$ cat config.mk
export PLATFORM = sky130hd
export DESIGN_NAME = mem_bus_arbiter_flat
export DESIGN_NICKNAME = d
export VERILOG_FILES = /design/src/rtl/mem_bus_arbiter_if.sv /design/src/rtl/mem_bus_arbiter.sv /design/src/flat_wrapper.sv
export SDC_FILE = /design/constraint.sdc
export NUM_CORES = 1
export LEC_CHECK = 0
export ABC_AREA = 1
export ABC_CLOCK_PERIOD_IN_PS = 6850
export BUFFER_PORTS_ARGS = -buffer_cell sky130_fd_sc_hd__buf_2
export CAP_MARGIN = 40
export CORE_AREA = 2 2 143 145
export DETAILED_ROUTE_END_ITERATION = 10
export DIE_AREA = 0 0 145 147
export GPL_ROUTABILITY_DRIVEN = 0
export PLACE_DENSITY_LB_ADDON = 0.3
export SYNTH_ARGS = -nofsm -noshare
export SYNTH_HDL_FRONTEND = slang
export SYNTH_SLANG_ARGS = --single-unit
$ cat constraint.sdc
create_clock -name i_clk_50mhz -period 6.85 [get_ports i_clk_50mhz]
set_clock_uncertainty 0.2 [all_clocks]
set_input_delay 1.0275 -clock i_clk_50mhz [delete_from_list [all_inputs] [get_ports i_clk_50mhz]]
set_output_delay 1.0275 -clock i_clk_50mhz [all_outputs]
set_load 0.05 [all_outputs]
$ cat src/rtl/mem_bus_arbiter_if.sv
`default_nettype none
// ============================================================================
// Module   : mem_bus_arbiter_if
// Purpose  : Bundle of every signal between mem_bus_arbiter and its two
//            masters (M0 = picorv32 native bus, M1 = UART boot/debug master)
//            and the single-port M10K RAM.
// Modports : slave  - the arbiter side (samples requests, drives RAM/status)
//            master - the system side (masters, RAM model, status observer)
// Signals  : i_mX_valid/addr/wdata/wstrb  request from master X
//            o_mX_ready/rdata             completion back to master X
//            o_ram_en/we/addr/wdata       RAM command, i_ram_rdata RAM data
//            o_grant/o_busy/o_bus_err/o_err_addr status
// Revision : 1.0  initial release
// ============================================================================
interface mem_bus_arbiter_if #(
    parameter int ADDR_W = 8
);
    logic              i_m0_valid;
    logic [31:0]       i_m0_addr;
    logic [31:0]       i_m0_wdata;
    logic [3:0]        i_m0_wstrb;
    logic              o_m0_ready;
    logic [31:0]       o_m0_rdata;

    logic              i_m1_valid;
    logic [31:0]       i_m1_addr;
    logic [31:0]       i_m1_wdata;
    logic [3:0]        i_m1_wstrb;
    logic              o_m1_ready;
    logic [31:0]       o_m1_rdata;

    logic              o_ram_en;
    logic [3:0]        o_ram_we;
    logic [ADDR_W-1:0] o_ram_addr;
    logic [31:0]       o_ram_wdata;
    logic [31:0]       i_ram_rdata;

    logic [1:0]        o_grant;
    logic              o_busy;
    logic              o_bus_err;
    logic [31:0]       o_err_addr;

    modport slave (
        input  i_m0_valid, i_m0_addr, i_m0_wdata, i_m0_wstrb,
        output o_m0_ready, o_m0_rdata,
        input  i_m1_valid, i_m1_addr, i_m1_wdata, i_m1_wstrb,
        output o_m1_ready, o_m1_rdata,
        output o_ram_en, o_ram_we, o_ram_addr, o_ram_wdata,
        input  i_ram_rdata,
        output o_grant, o_busy, o_bus_err, o_err_addr
    );

    modport master (
        output i_m0_valid, i_m0_addr, i_m0_wdata, i_m0_wstrb,
        input  o_m0_ready, o_m0_rdata,
        output i_m1_valid, i_m1_addr, i_m1_wdata, i_m1_wstrb,
        input  o_m1_ready, o_m1_rdata,
        input  o_ram_en, o_ram_we, o_ram_addr, o_ram_wdata,
        output i_ram_rdata,
        input  o_grant, o_busy, o_bus_err, o_err_addr
    );
endinterface
`default_nettype wire

$ cat src/rtl/mem_bus_arbiter.sv
`default_nettype none
// ============================================================================
// Module   : mem_bus_arbiter
// Purpose  : Two-master arbiter in front of a single-port synchronous RAM
//            with registered read. Each access runs IDLE->ISSUE->WAIT->RESP,
//            out-of-range accesses are suppressed and flagged, read data is
//            returned with a fixed latency and a one-cycle ready pulse.
// Ports    : i_clk_50mhz - system clock
//            i_reset     - asynchronous reset, active-high
//            bus         - mem_bus_arbiter_if.slave (masters, RAM, status)
// Params   : ADDR_W      - RAM word-address width (DEPTH = 2**ADDR_W)
//            FIXED_PRIO  - 0: round-robin on ties, 1: M0 always wins ties
// Revision : 1.0  initial release
// ============================================================================
module mem_bus_arbiter #(
    parameter int ADDR_W     = 8,
    parameter bit FIXED_PRIO = 1'b0
) (
    input wire               i_clk_50mhz,
    input wire               i_reset,
    mem_bus_arbiter_if.slave bus
);
    localparam logic [1:0] c_ST_IDLE  = 2'd0;
    localparam logic [1:0] c_ST_ISSUE = 2'd1;
    localparam logic [1:0] c_ST_WAIT  = 2'd2;
    localparam logic [1:0] c_ST_RESP  = 2'd3;

    logic [1:0]        r_state, w_state_nxt;

    // Registered outputs and their next values
    logic              r_ram_en,    w_ram_en_nxt;
    logic [3:0]        r_ram_we,    w_ram_we_nxt;
    logic [ADDR_W-1:0] r_ram_addr,  w_ram_addr_nxt;
    logic [31:0]       r_ram_wdata, w_ram_wdata_nxt;
    logic [1:0]        r_grant,     w_grant_nxt;
    logic              r_busy,      w_busy_nxt;
    logic              r_m0_ready,  w_m0_ready_nxt;
    logic              r_m1_ready,  w_m1_ready_nxt;
    logic [31:0]       r_m0_rdata,  w_m0_rdata_nxt;
    logic [31:0]       r_m1_rdata,  w_m1_rdata_nxt;
    logic              r_bus_err,   w_bus_err_nxt;
    logic [31:0]       r_err_addr,  w_err_addr_nxt;

    // Command attributes that outlive the ISSUE cycle, plus tie pointer
    logic              r_cmd_in_range, w_cmd_in_range_nxt;
    logic              r_cmd_write,    w_cmd_write_nxt;
    logic              r_last_m1,      w_last_m1_nxt;

    // Request selection
    logic              w_any_req;
    logic              w_pick_m1;
    logic [31:0]       w_sel_addr;
    logic [31:0]       w_sel_wdata;
    logic [3:0]        w_sel_wstrb;
    logic              w_sel_in_range;
    logic [31:0]       w_resp_data;

    assign w_any_req = bus.i_m0_valid | bus.i_m1_valid;

    // M1 wins when it is alone, or on a tie when round-robin says M0 had
    // the previous grant.
    assign w_pick_m1 = bus.i_m1_valid &
                       (~bus.i_m0_valid | (~FIXED_PRIO & ~r_last_m1));

    assign w_sel_addr     = w_pick_m1 ? bus.i_m1_addr  : bus.i_m0_addr;
    assign w_sel_wdata    = w_pick_m1 ? bus.i_m1_wdata : bus.i_m0_wdata;
    assign w_sel_wstrb    = w_pick_m1 ? bus.i_m1_wstrb : bus.i_m0_wstrb;
    assign w_sel_in_range = (w_sel_addr[31:ADDR_W+2] == '0);

    // Writes and out-of-range accesses always answer with zero
    assign w_resp_data = (r_cmd_in_range & ~r_cmd_write) ? bus.i_ram_rdata : 32'h0;

    // ------------------------------------------------------------------
    // State register
    // ------------------------------------------------------------------
    always_ff @(posedge i_clk_50mhz or posedge i_reset) begin
        if (i_reset) begin
            r_state <= c_ST_IDLE;
        end else begin
            r_state <= w_state_nxt;
        end
    end

    // ------------------------------------------------------------------
    // Next-state logic: only IDLE waits, every other state lasts one cycle
    // ------------------------------------------------------------------
    always_comb begin
        w_state_nxt = r_state;
        case (r_state)
            c_ST_IDLE:  if (w_any_req) w_state_nxt = c_ST_ISSUE;
            c_ST_ISSUE: w_state_nxt = c_ST_WAIT;
            c_ST_WAIT:  w_state_nxt = c_ST_RESP;
            c_ST_RESP:  w_state_nxt = c_ST_IDLE;
            default:    w_state_nxt = c_ST_IDLE;
        endcase
    end

    // ------------------------------------------------------------------
    // Output logic: next values of the registered outputs. The value
    // loaded on leaving a state is what the following state presents.
    // ------------------------------------------------------------------
    always_comb begin
        w_ram_en_nxt       = 1'b0;
        w_ram_we_nxt       = 4'h0;
        w_ram_addr_nxt     = r_ram_addr;
        w_ram_wdata_nxt    = r_ram_wdata;
        w_grant_nxt        = r_grant;
        w_busy_nxt         = r_busy;
        w_m0_ready_nxt     = 1'b0;
        w_m1_ready_nxt     = 1'b0;
        w_m0_rdata_nxt     = r_m0_rdata;
        w_m1_rdata_nxt     = r_m1_rdata;
        w_bus_err_nxt      = r_bus_err;
        w_err_addr_nxt     = r_err_addr;
        w_cmd_in_range_nxt = r_cmd_in_range;
        w_cmd_write_nxt    = r_cmd_write;
        w_last_m1_nxt      = r_last_m1;

        case (r_state)
            c_ST_IDLE: begin
                if (w_any_req) begin
                    w_grant_nxt        = w_pick_m1 ? 2'b10 : 2'b01;
                    w_busy_nxt         = 1'b1;
                    w_last_m1_nxt      = w_pick_m1;
                    w_cmd_in_range_nxt = w_sel_in_range;
                    w_cmd_write_nxt    = |w_sel_wstrb;
                    // RAM command registers double as the captured request
                    w_ram_en_nxt       = w_sel_in_range;
                    w_ram_we_nxt       = w_sel_in_range ? w_sel_wstrb : 4'h0;
                    w_ram_addr_nxt     = w_sel_addr[ADDR_W+1:2];
                    w_ram_wdata_nxt    = w_sel_wdata;
                    if (!w_sel_in_range) begin
                        w_bus_err_nxt = 1'b1;
                        // Keep the address of the first offender only
                        if (!r_bus_err) begin
                            w_err_addr_nxt = w_sel_addr;
                        end
                    end
                end
            end
            c_ST_ISSUE: begin
                // RAM enable drops; read data arrives during WAIT
            end
            c_ST_WAIT: begin
                if (r_grant[1]) begin
                    w_m1_ready_nxt = 1'b1;
                    w_m1_rdata_nxt = w_resp_data;
                end else begin
                    w_m0_ready_nxt = 1'b1;
                    w_m0_rdata_nxt = w_resp_data;
                end
            end
            c_ST_RESP: begin
                w_grant_nxt = 2'b00;
                w_busy_nxt  = 1'b0;
            end
            default: begin
                w_grant_nxt = 2'b00;
                w_busy_nxt  = 1'b0;
            end
        endcase
    end

    // ------------------------------------------------------------------
    // Output and command registers. The tie pointer resets to "M1 went
    // last" so that M0 wins the first tie.
    // ------------------------------------------------------------------
    always_ff @(posedge i_clk_50mhz or posedge i_reset) begin
        if (i_reset) begin
            r_ram_en       <= 1'b0;
            r_ram_we       <= 4'h0;
            r_ram_addr     <= '0;
            r_ram_wdata    <= 32'h0;
            r_grant        <= 2'b00;
            r_busy         <= 1'b0;
            r_m0_ready     <= 1'b0;
            r_m1_ready     <= 1'b0;
            r_m0_rdata     <= 32'h0;
            r_m1_rdata     <= 32'h0;
            r_bus_err      <= 1'b0;
            r_err_addr     <= 32'h0;
            r_cmd_in_range <= 1'b0;
            r_cmd_write    <= 1'b0;
            r_last_m1      <= 1'b1;
        end else begin
            r_ram_en       <= w_ram_en_nxt;
            r_ram_we       <= w_ram_we_nxt;
            r_ram_addr     <= w_ram_addr_nxt;
            r_ram_wdata    <= w_ram_wdata_nxt;
            r_grant        <= w_grant_nxt;
            r_busy         <= w_busy_nxt;
            r_m0_ready     <= w_m0_ready_nxt;
            r_m1_ready     <= w_m1_ready_nxt;
            r_m0_rdata     <= w_m0_rdata_nxt;
            r_m1_rdata     <= w_m1_rdata_nxt;
            r_bus_err      <= w_bus_err_nxt;
            r_err_addr     <= w_err_addr_nxt;
            r_cmd_in_range <= w_cmd_in_range_nxt;
            r_cmd_write    <= w_cmd_write_nxt;
            r_last_m1      <= w_last_m1_nxt;
        end
    end

    assign bus.o_ram_en    = r_ram_en;
    assign bus.o_ram_we    = r_ram_we;
    assign bus.o_ram_addr  = r_ram_addr;
    assign bus.o_ram_wdata = r_ram_wdata;
    assign bus.o_grant     = r_grant;
    assign bus.o_busy      = r_busy;
    assign bus.o_m0_ready  = r_m0_ready;
    assign bus.o_m1_ready  = r_m1_ready;
    assign bus.o_m0_rdata  = r_m0_rdata;
    assign bus.o_m1_rdata  = r_m1_rdata;
    assign bus.o_bus_err   = r_bus_err;
    assign bus.o_err_addr  = r_err_addr;

endmodule
`default_nettype wire

$ cat src/flat_wrapper.sv
// flat-port wrapper written by rule: the top's interface ports become plain ports
module mem_bus_arbiter_flat 
#(
    parameter int ADDR_W     = 8,
    parameter bit FIXED_PRIO = 1'b0
)
  (i_clk_50mhz, i_reset, bus_i_m0_valid, bus_i_m0_addr, bus_i_m0_wdata, bus_i_m0_wstrb, bus_o_m0_ready, bus_o_m0_rdata, bus_i_m1_valid, bus_i_m1_addr, bus_i_m1_wdata, bus_i_m1_wstrb, bus_o_m1_ready, bus_o_m1_rdata, bus_o_ram_en, bus_o_ram_we, bus_o_ram_addr, bus_o_ram_wdata, bus_i_ram_rdata, bus_o_grant, bus_o_busy, bus_o_bus_err, bus_o_err_addr);
  mem_bus_arbiter_if #(.ADDR_W(ADDR_W)) bus_i ();
  input wire i_clk_50mhz;
  input wire i_reset;
  input wire logic [$bits(bus_i.i_m0_valid)-1:0] bus_i_m0_valid;
  input wire logic [$bits(bus_i.i_m0_addr)-1:0] bus_i_m0_addr;
  input wire logic [$bits(bus_i.i_m0_wdata)-1:0] bus_i_m0_wdata;
  input wire logic [$bits(bus_i.i_m0_wstrb)-1:0] bus_i_m0_wstrb;
  output wire logic [$bits(bus_i.o_m0_ready)-1:0] bus_o_m0_ready;
  output wire logic [$bits(bus_i.o_m0_rdata)-1:0] bus_o_m0_rdata;
  input wire logic [$bits(bus_i.i_m1_valid)-1:0] bus_i_m1_valid;
  input wire logic [$bits(bus_i.i_m1_addr)-1:0] bus_i_m1_addr;
  input wire logic [$bits(bus_i.i_m1_wdata)-1:0] bus_i_m1_wdata;
  input wire logic [$bits(bus_i.i_m1_wstrb)-1:0] bus_i_m1_wstrb;
  output wire logic [$bits(bus_i.o_m1_ready)-1:0] bus_o_m1_ready;
  output wire logic [$bits(bus_i.o_m1_rdata)-1:0] bus_o_m1_rdata;
  output wire logic [$bits(bus_i.o_ram_en)-1:0] bus_o_ram_en;
  output wire logic [$bits(bus_i.o_ram_we)-1:0] bus_o_ram_we;
  output wire logic [$bits(bus_i.o_ram_addr)-1:0] bus_o_ram_addr;
  output wire logic [$bits(bus_i.o_ram_wdata)-1:0] bus_o_ram_wdata;
  input wire logic [$bits(bus_i.i_ram_rdata)-1:0] bus_i_ram_rdata;
  output wire logic [$bits(bus_i.o_grant)-1:0] bus_o_grant;
  output wire logic [$bits(bus_i.o_busy)-1:0] bus_o_busy;
  output wire logic [$bits(bus_i.o_bus_err)-1:0] bus_o_bus_err;
  output wire logic [$bits(bus_i.o_err_addr)-1:0] bus_o_err_addr;
  assign bus_i.i_m0_valid = bus_i_m0_valid;
  assign bus_i.i_m0_addr = bus_i_m0_addr;
  assign bus_i.i_m0_wdata = bus_i_m0_wdata;
  assign bus_i.i_m0_wstrb = bus_i_m0_wstrb;
  assign bus_o_m0_ready = bus_i.o_m0_ready;
  assign bus_o_m0_rdata = bus_i.o_m0_rdata;
  assign bus_i.i_m1_valid = bus_i_m1_valid;
  assign bus_i.i_m1_addr = bus_i_m1_addr;
  assign bus_i.i_m1_wdata = bus_i_m1_wdata;
  assign bus_i.i_m1_wstrb = bus_i_m1_wstrb;
  assign bus_o_m1_ready = bus_i.o_m1_ready;
  assign bus_o_m1_rdata = bus_i.o_m1_rdata;
  assign bus_o_ram_en = bus_i.o_ram_en;
  assign bus_o_ram_we = bus_i.o_ram_we;
  assign bus_o_ram_addr = bus_i.o_ram_addr;
  assign bus_o_ram_wdata = bus_i.o_ram_wdata;
  assign bus_i.i_ram_rdata = bus_i_ram_rdata;
  assign bus_o_grant = bus_i.o_grant;
  assign bus_o_busy = bus_i.o_busy;
  assign bus_o_bus_err = bus_i.o_bus_err;
  assign bus_o_err_addr = bus_i.o_err_addr;
  mem_bus_arbiter #(.ADDR_W(ADDR_W), .FIXED_PRIO(FIXED_PRIO)) u_core (.i_clk_50mhz(i_clk_50mhz), .i_reset(i_reset), .bus(bus_i));
endmodule
# Word level (Yosys, flattened, before mapping)
# Cells that the tools add are included.
[totals]
ff_bits = 152
wordCells = 60
inputBits = 172
output_inout_bits = 147
[classes]
n_bitwise = 10
n_reduce_logical = 10
eq_ne = 4
mux = 20
[ops]
columns = ["op", "count"]
rows = [
  ["2-to-1 mux 32 bit", 3],
  ["zero test 22 bit", 1],
  ["2-to-1 mux 4 bit", 4],
  ["case mux 2 bit (4 select lines)", 1],
  ["AND reduction 2 bit", 4],
  ["2-to-1 mux 1 bit", 7],
  ["2-to-1 mux 2 bit", 3],
  ["NOT 1 bit", 6],
  ["equality test 2 bit (second input constant)", 2],
  ["case mux 2 bit (2 select lines)", 1],
  ["AND reduction 4 bit", 1],
  ["OR reduction 4 bit", 1],
  ["AND reduction 3 bit", 1],
  ["AND 1 bit", 2],
  ["equality test 2 x 1 -> 1 bit (second input constant)", 1],
  ["zero test 2 bit", 1],
  ["inequality test 2 x 1 -> 1 bit (second input constant)", 1],
  ["OR 1 bit", 2],
  ["case mux 1 bit (2 select lines)", 1],
  ["nonzero test 2 bit", 1],
]

# Logic depth before layout (Yosys ltp)
[depth]
ltp_word = 8
mapped_depth = 14
depth_no_buf = 12

# Worst setup path before layout
# Ideal clock, no wire load.
[synth_timing]
path_kind = "input to register"
start = "input bus_i_m1_valid"
end = "register u_core.r_err_addr[10], in the netlist u_core.bus.o_err_addr[10]"
arrival_ns = 2.226
setup_slack_ns = 4.305
setup_time_ns = 0.119
cell_stages = 13
required_time_ns = 6.531
path_cell_list = "buf_4 buf_2 nand3b_1 nand2_1 nand2_1 nor2_1 nand2_1 nor2_1 nand2_2 buf_6 buf_6 nand3_2 nand2_1"
[synth_between]
elab_chain_cells = 5
[synth_rtl]
columns = ["item", "line", "text"]
rows = [
  ["from (decl)", "flat_wrapper.sv:17", "input wire logic [$bits(bus_i.i_m1_valid)-1:0] bus_i_m1_valid;"],
  ["AND 1 bit", "mem_bus_arbiter.sv:62", "assign w_pick_m1 = bus.i_m1_valid &"],
  ["2-to-1 mux 32 bit", "mem_bus_arbiter.sv:65", "assign w_sel_addr = w_pick_m1 ? bus.i_m1_addr : bus.i_m0_addr;"],
  ["zero test 22 bit", "mem_bus_arbiter.sv:68", "assign w_sel_in_range = (w_sel_addr[31:ADDR_W+2] == '0);"],
  ["NOT 1 bit (no source line)", "--", ""],
  ["AND reduction 4 bit (no source line)", "--", ""],
  ["to (signal assigned)", "mem_bus_arbiter.sv:197", "r_err_addr <= w_err_addr_nxt;"],
  ["to (decl)", "mem_bus_arbiter.sv:42", "logic [31:0] r_err_addr, w_err_addr_nxt;"],
]
# Several ways; a longest one is shown, not always the timed one.
# A chain may end at the register's enable or synchronous reset.

# Final worst setup path
[layout_timing]
start = "input bus_i_m0_valid"
end = "register u_core.r_err_addr[6], in the netlist u_core.bus.o_err_addr[6]"
[layout_between]
elab_chain_cells = 7
[layout_rtl]
columns = ["item", "line", "text"]
rows = [
  ["from (decl)", "flat_wrapper.sv:11", "input wire logic [$bits(bus_i.i_m0_valid)-1:0] bus_i_m0_valid;"],
  ["NOT 1 bit", "mem_bus_arbiter.sv:63", "(~bus.i_m0_valid | (~FIXED_PRIO & ~r_last_m1));"],
  ["OR 1 bit", "mem_bus_arbiter.sv:63", ""],
  ["AND 1 bit", "mem_bus_arbiter.sv:62", ""],
  ["2-to-1 mux 32 bit", "mem_bus_arbiter.sv:65", ""],
  ["zero test 22 bit", "mem_bus_arbiter.sv:68", ""],
  ["NOT 1 bit (no source line)", "--", ""],
  ["AND reduction 4 bit (no source line)", "--", ""],
]
# Several ways; a longest one is shown, not always the timed one.

==> results.cfg <==
[worst_setup_path]
r2r_cells = 12
path_max_fanout = 40
end_kind = register
start_kind = input pin
crit_type = in2reg
reg2reg_slack_ns = 3.40
worstPathArrival_ns = 3.74
critPathRequiredTime_ns = 6.95
crit-reg2reg-capture = u_core.bus.o_err_addr[6]$_DFFE_PP0P_
crit-reg2reg-launch = u_core.r_last_m1$_DFFE_PP1P_

[timing]
setup_viol = 0
worstMarginPinSlew_ns = 0.862
slew_headroom = 0.423
slew_viol_final = 0
fmax_mhz = 275
hold-worst-slack_ns = 0.263
min_period_ns = 3.64
setup_tns_ns = 0
hold_viol = 0
fin_crit_sh = 0.531
rsz0062_at_grt = false

[power]
power_switching_mw = 2.14
intPower_mw = 2.16
pwr-share-clk = 0.216
p_comb_frac = 0.468
peakVddDrop_uv = 194
total_power_mw = 4.30
swShare = 0.498
p_leak_nw = 4.90
power.density_mw_per_mm2 = 476
power_frac_seq = 0.316

[global_route]
grt_overflow_total = 0
grt_pass1_vias = 6093
grt_use_total = 0.189
grt_pass1_wl_um = 32100
grt_max_degree = 88
antenna_found_initial = 0

[yosys]
synth_top_area_share = 0.567
async_flop_share = 1.00
synth-main-ff-cell = dfrtp_1
ys_seq_area_frac = 0.571
syn_inst = 793
synth.area.top_cells = dfrtp_1 57%, nand2_1 17%, o21ai_0 10%
netlist.top_cell.by_area = dfrtp_1
synth_area_mm2 = 0.00666
avgSynthCellArea_um2 = 8.40
yosys_warnings = 0
syn-num-nets = 968
synth.ff_latch_count = 152
synth_edf_count = 0
synth_cell_types = 28

[layout]
post-route-util = 0.456
final_cell_mix = 318 x buf_2, 291 x nand2_1, 151 x dfrtp_1, 137 x o21ai_0, 53 x nor2_1
diodes = 0
layout_commonest_cell = buf_2
fillers = 1997
area_growth_pct = 35.9
design_area_mm2 = 0.00905
nNetsFinal = 1263
drive_above_1_share = 0.349

[floorplanning]
core_mm2 = 0.0198
io_pins = 319
fp.dieArea_mm2 = 0.0213
fp.dieH_um = 147
rows = 52
die_w_um = 145
start_util = 0.336

[placement]
port-buffer-count = 318
dp_hpwl_um = 14100
placed_area_mm2 = 0.00846

[clock_tree]
numCtsBuffers = 17
cts_tree = built
clock_latency_ns = 0.41
cts_setup_buffers = 0
htree_levels = 4
cts_resized = 0
cts-root-buf = clkbuf_16
clk_pin_slew_ns = 0.06
cts_sinks = 152
clock_path_buffers = 2
cts-hold-fix-buffers = 0

[status]
status = finished clean

[worst_hold_path]
hold_path_class = reg2reg
whs_endpoint = u_core.bus.o_err_addr[29]$_DFFE_PP0P_
min_from = u_core.bus.o_err_addr[29]$_DFFE_PP0P_
min_delay_path_depth = 2

[routing]
wirelength_um = 20000
drtAntennaViolNets = 0
drc = 0
avgRoutedWirePerCell_um = 14.6
vias = 6269
vias_per_cell = 4.57
drtIter0Drc = 304
firstDrtPassIters = 4

[run]
cap_viol_max_count = 0
metal layers:
metal	global-route usage	vias to the layer above	routed length, µm
met1	0.258	2865	9020
met3	0.0503	12	1450
met4	0.0436	0	163
met5	0	-	0
met2	0.302	262	9340
li1	-	3130	-
kinds of logic (layout without fill, tap and decap cells):
| kind of cell | after synthesis | count (layout) | share of synthesized area |
|---|---|---|---|
| multiplexers | 1 | 1 | 0.00150 |
| AO/OA/AOI/OAI | 148 | 148 | 0.113 |
| adder cells (fa/ha/maj) | 3 | 3 | 0.00564 |
| buffers and inverters | 81 | 389 | 0.0532 |
| AND/OR/NAND/NOR | 408 | 408 | 0.255 |
| flip-flops | 152 | 152 | 0.571 |
metrics by stage:
| step | worst slack [ns] | cells |
|---|---|---|
| floorplan | 1.53 | 793 |
| global placement | 2.89 | 1337 |
| detailed placement | 2.76 | 1339 |
| CTS | 3.21 | 1371 |
| global route | 2.86 | 1371 |
| finish | 3.21 | 1371 |
power groups by stage:
stage	sequential (mW)	combinational (mW)	clock (mW)
2_1_floorplan	2.33	0.515	0
3_3_place_gp	1.37	1.99	0
3_5_place_dp	1.37	2.03	0
4_1_cts	1.36	2.03	0.957
5_1_grt	1.39	2.15	0.998
6_report	1.36	2.01	0.930
critical path: stages:
cell	delay, ns
buf_2	0.12
nand2_2	0.24
nand2_4	0.29
inv_2	0.22
nand2_1	0.07
nand2_1	0.09
nor2_1	0.05
nand2_1	0.05
nor2_1	0.05
nand2_2	0.62
nand2_2	0.60
nand2_1	0.21
nand2_1	0.06
synthesized netlist by cell type (2+ instances only):
cell and instances:
o21ai_0 137, o22ai_1 2, dfrtp_1 151, nor2_1 54, buf_4 5, or2_2 3, inv_1 28, nor3_1 4
buf_2 7, nand2_1 293, a31oi_1 8, nand3b_1 7, buf_1 5, buf_6 3, nand3_2 10, nand2_2 3
nand3_1 30, clkbuf_1 31, ha_1 3
how the worst max path moves through the flow:
stage                                                       end           start  cells past startpoint
after global placement    u_core.bus.o_err_addr[19]$_DFFE_PP0P_  bus_i_m0_valid                     13
final                      u_core.bus.o_err_addr[6]$_DFFE_PP0P_  bus_i_m0_valid                     13
after floorplan                u_core.bus.o_bus_err$_DFFE_PP0P_         i_reset                      1
after detailed placement   u_core.bus.o_err_addr[8]$_DFFE_PP0P_  bus_i_m0_valid                     13
after CTS                 u_core.bus.o_err_addr[10]$_DFFE_PP0P_  bus_i_m0_valid                     13
after global routing      u_core.bus.o_err_addr[10]$_DFFE_PP0P_  bus_i_m0_valid                     13
cell type report:
type | count | area [µm²] | share of cell area
Inverter | 30 | 118 | 0.0130
Sequential cell | 152 | 3800 | 0.420
Tap cell | 270 | 338 | 0.0373
Timing Repair Buffer | 327 | 1690 | 0.187
Clock buffer | 19 | 453 | 0.0501
Multi-Input combinational cell | 560 | 2510 | 0.277
Clock inverter | 13 | 135 | 0.0149
registers in the layout (all words and copies together) (netlist names), 2 cells and up:
name / count
u_core.bus.o_err_addr: 32
u_core.bus.o_m0_rdata: 32
u_core.bus.o_m1_rdata: 32
u_core.bus.o_ram_wdata: 32
u_core.bus.o_ram_addr: 8
u_core.bus.o_ram_we: 4
u_core.bus.o_grant: 2
u_core.r_state: 2
(Power assumes the default switching activity.)
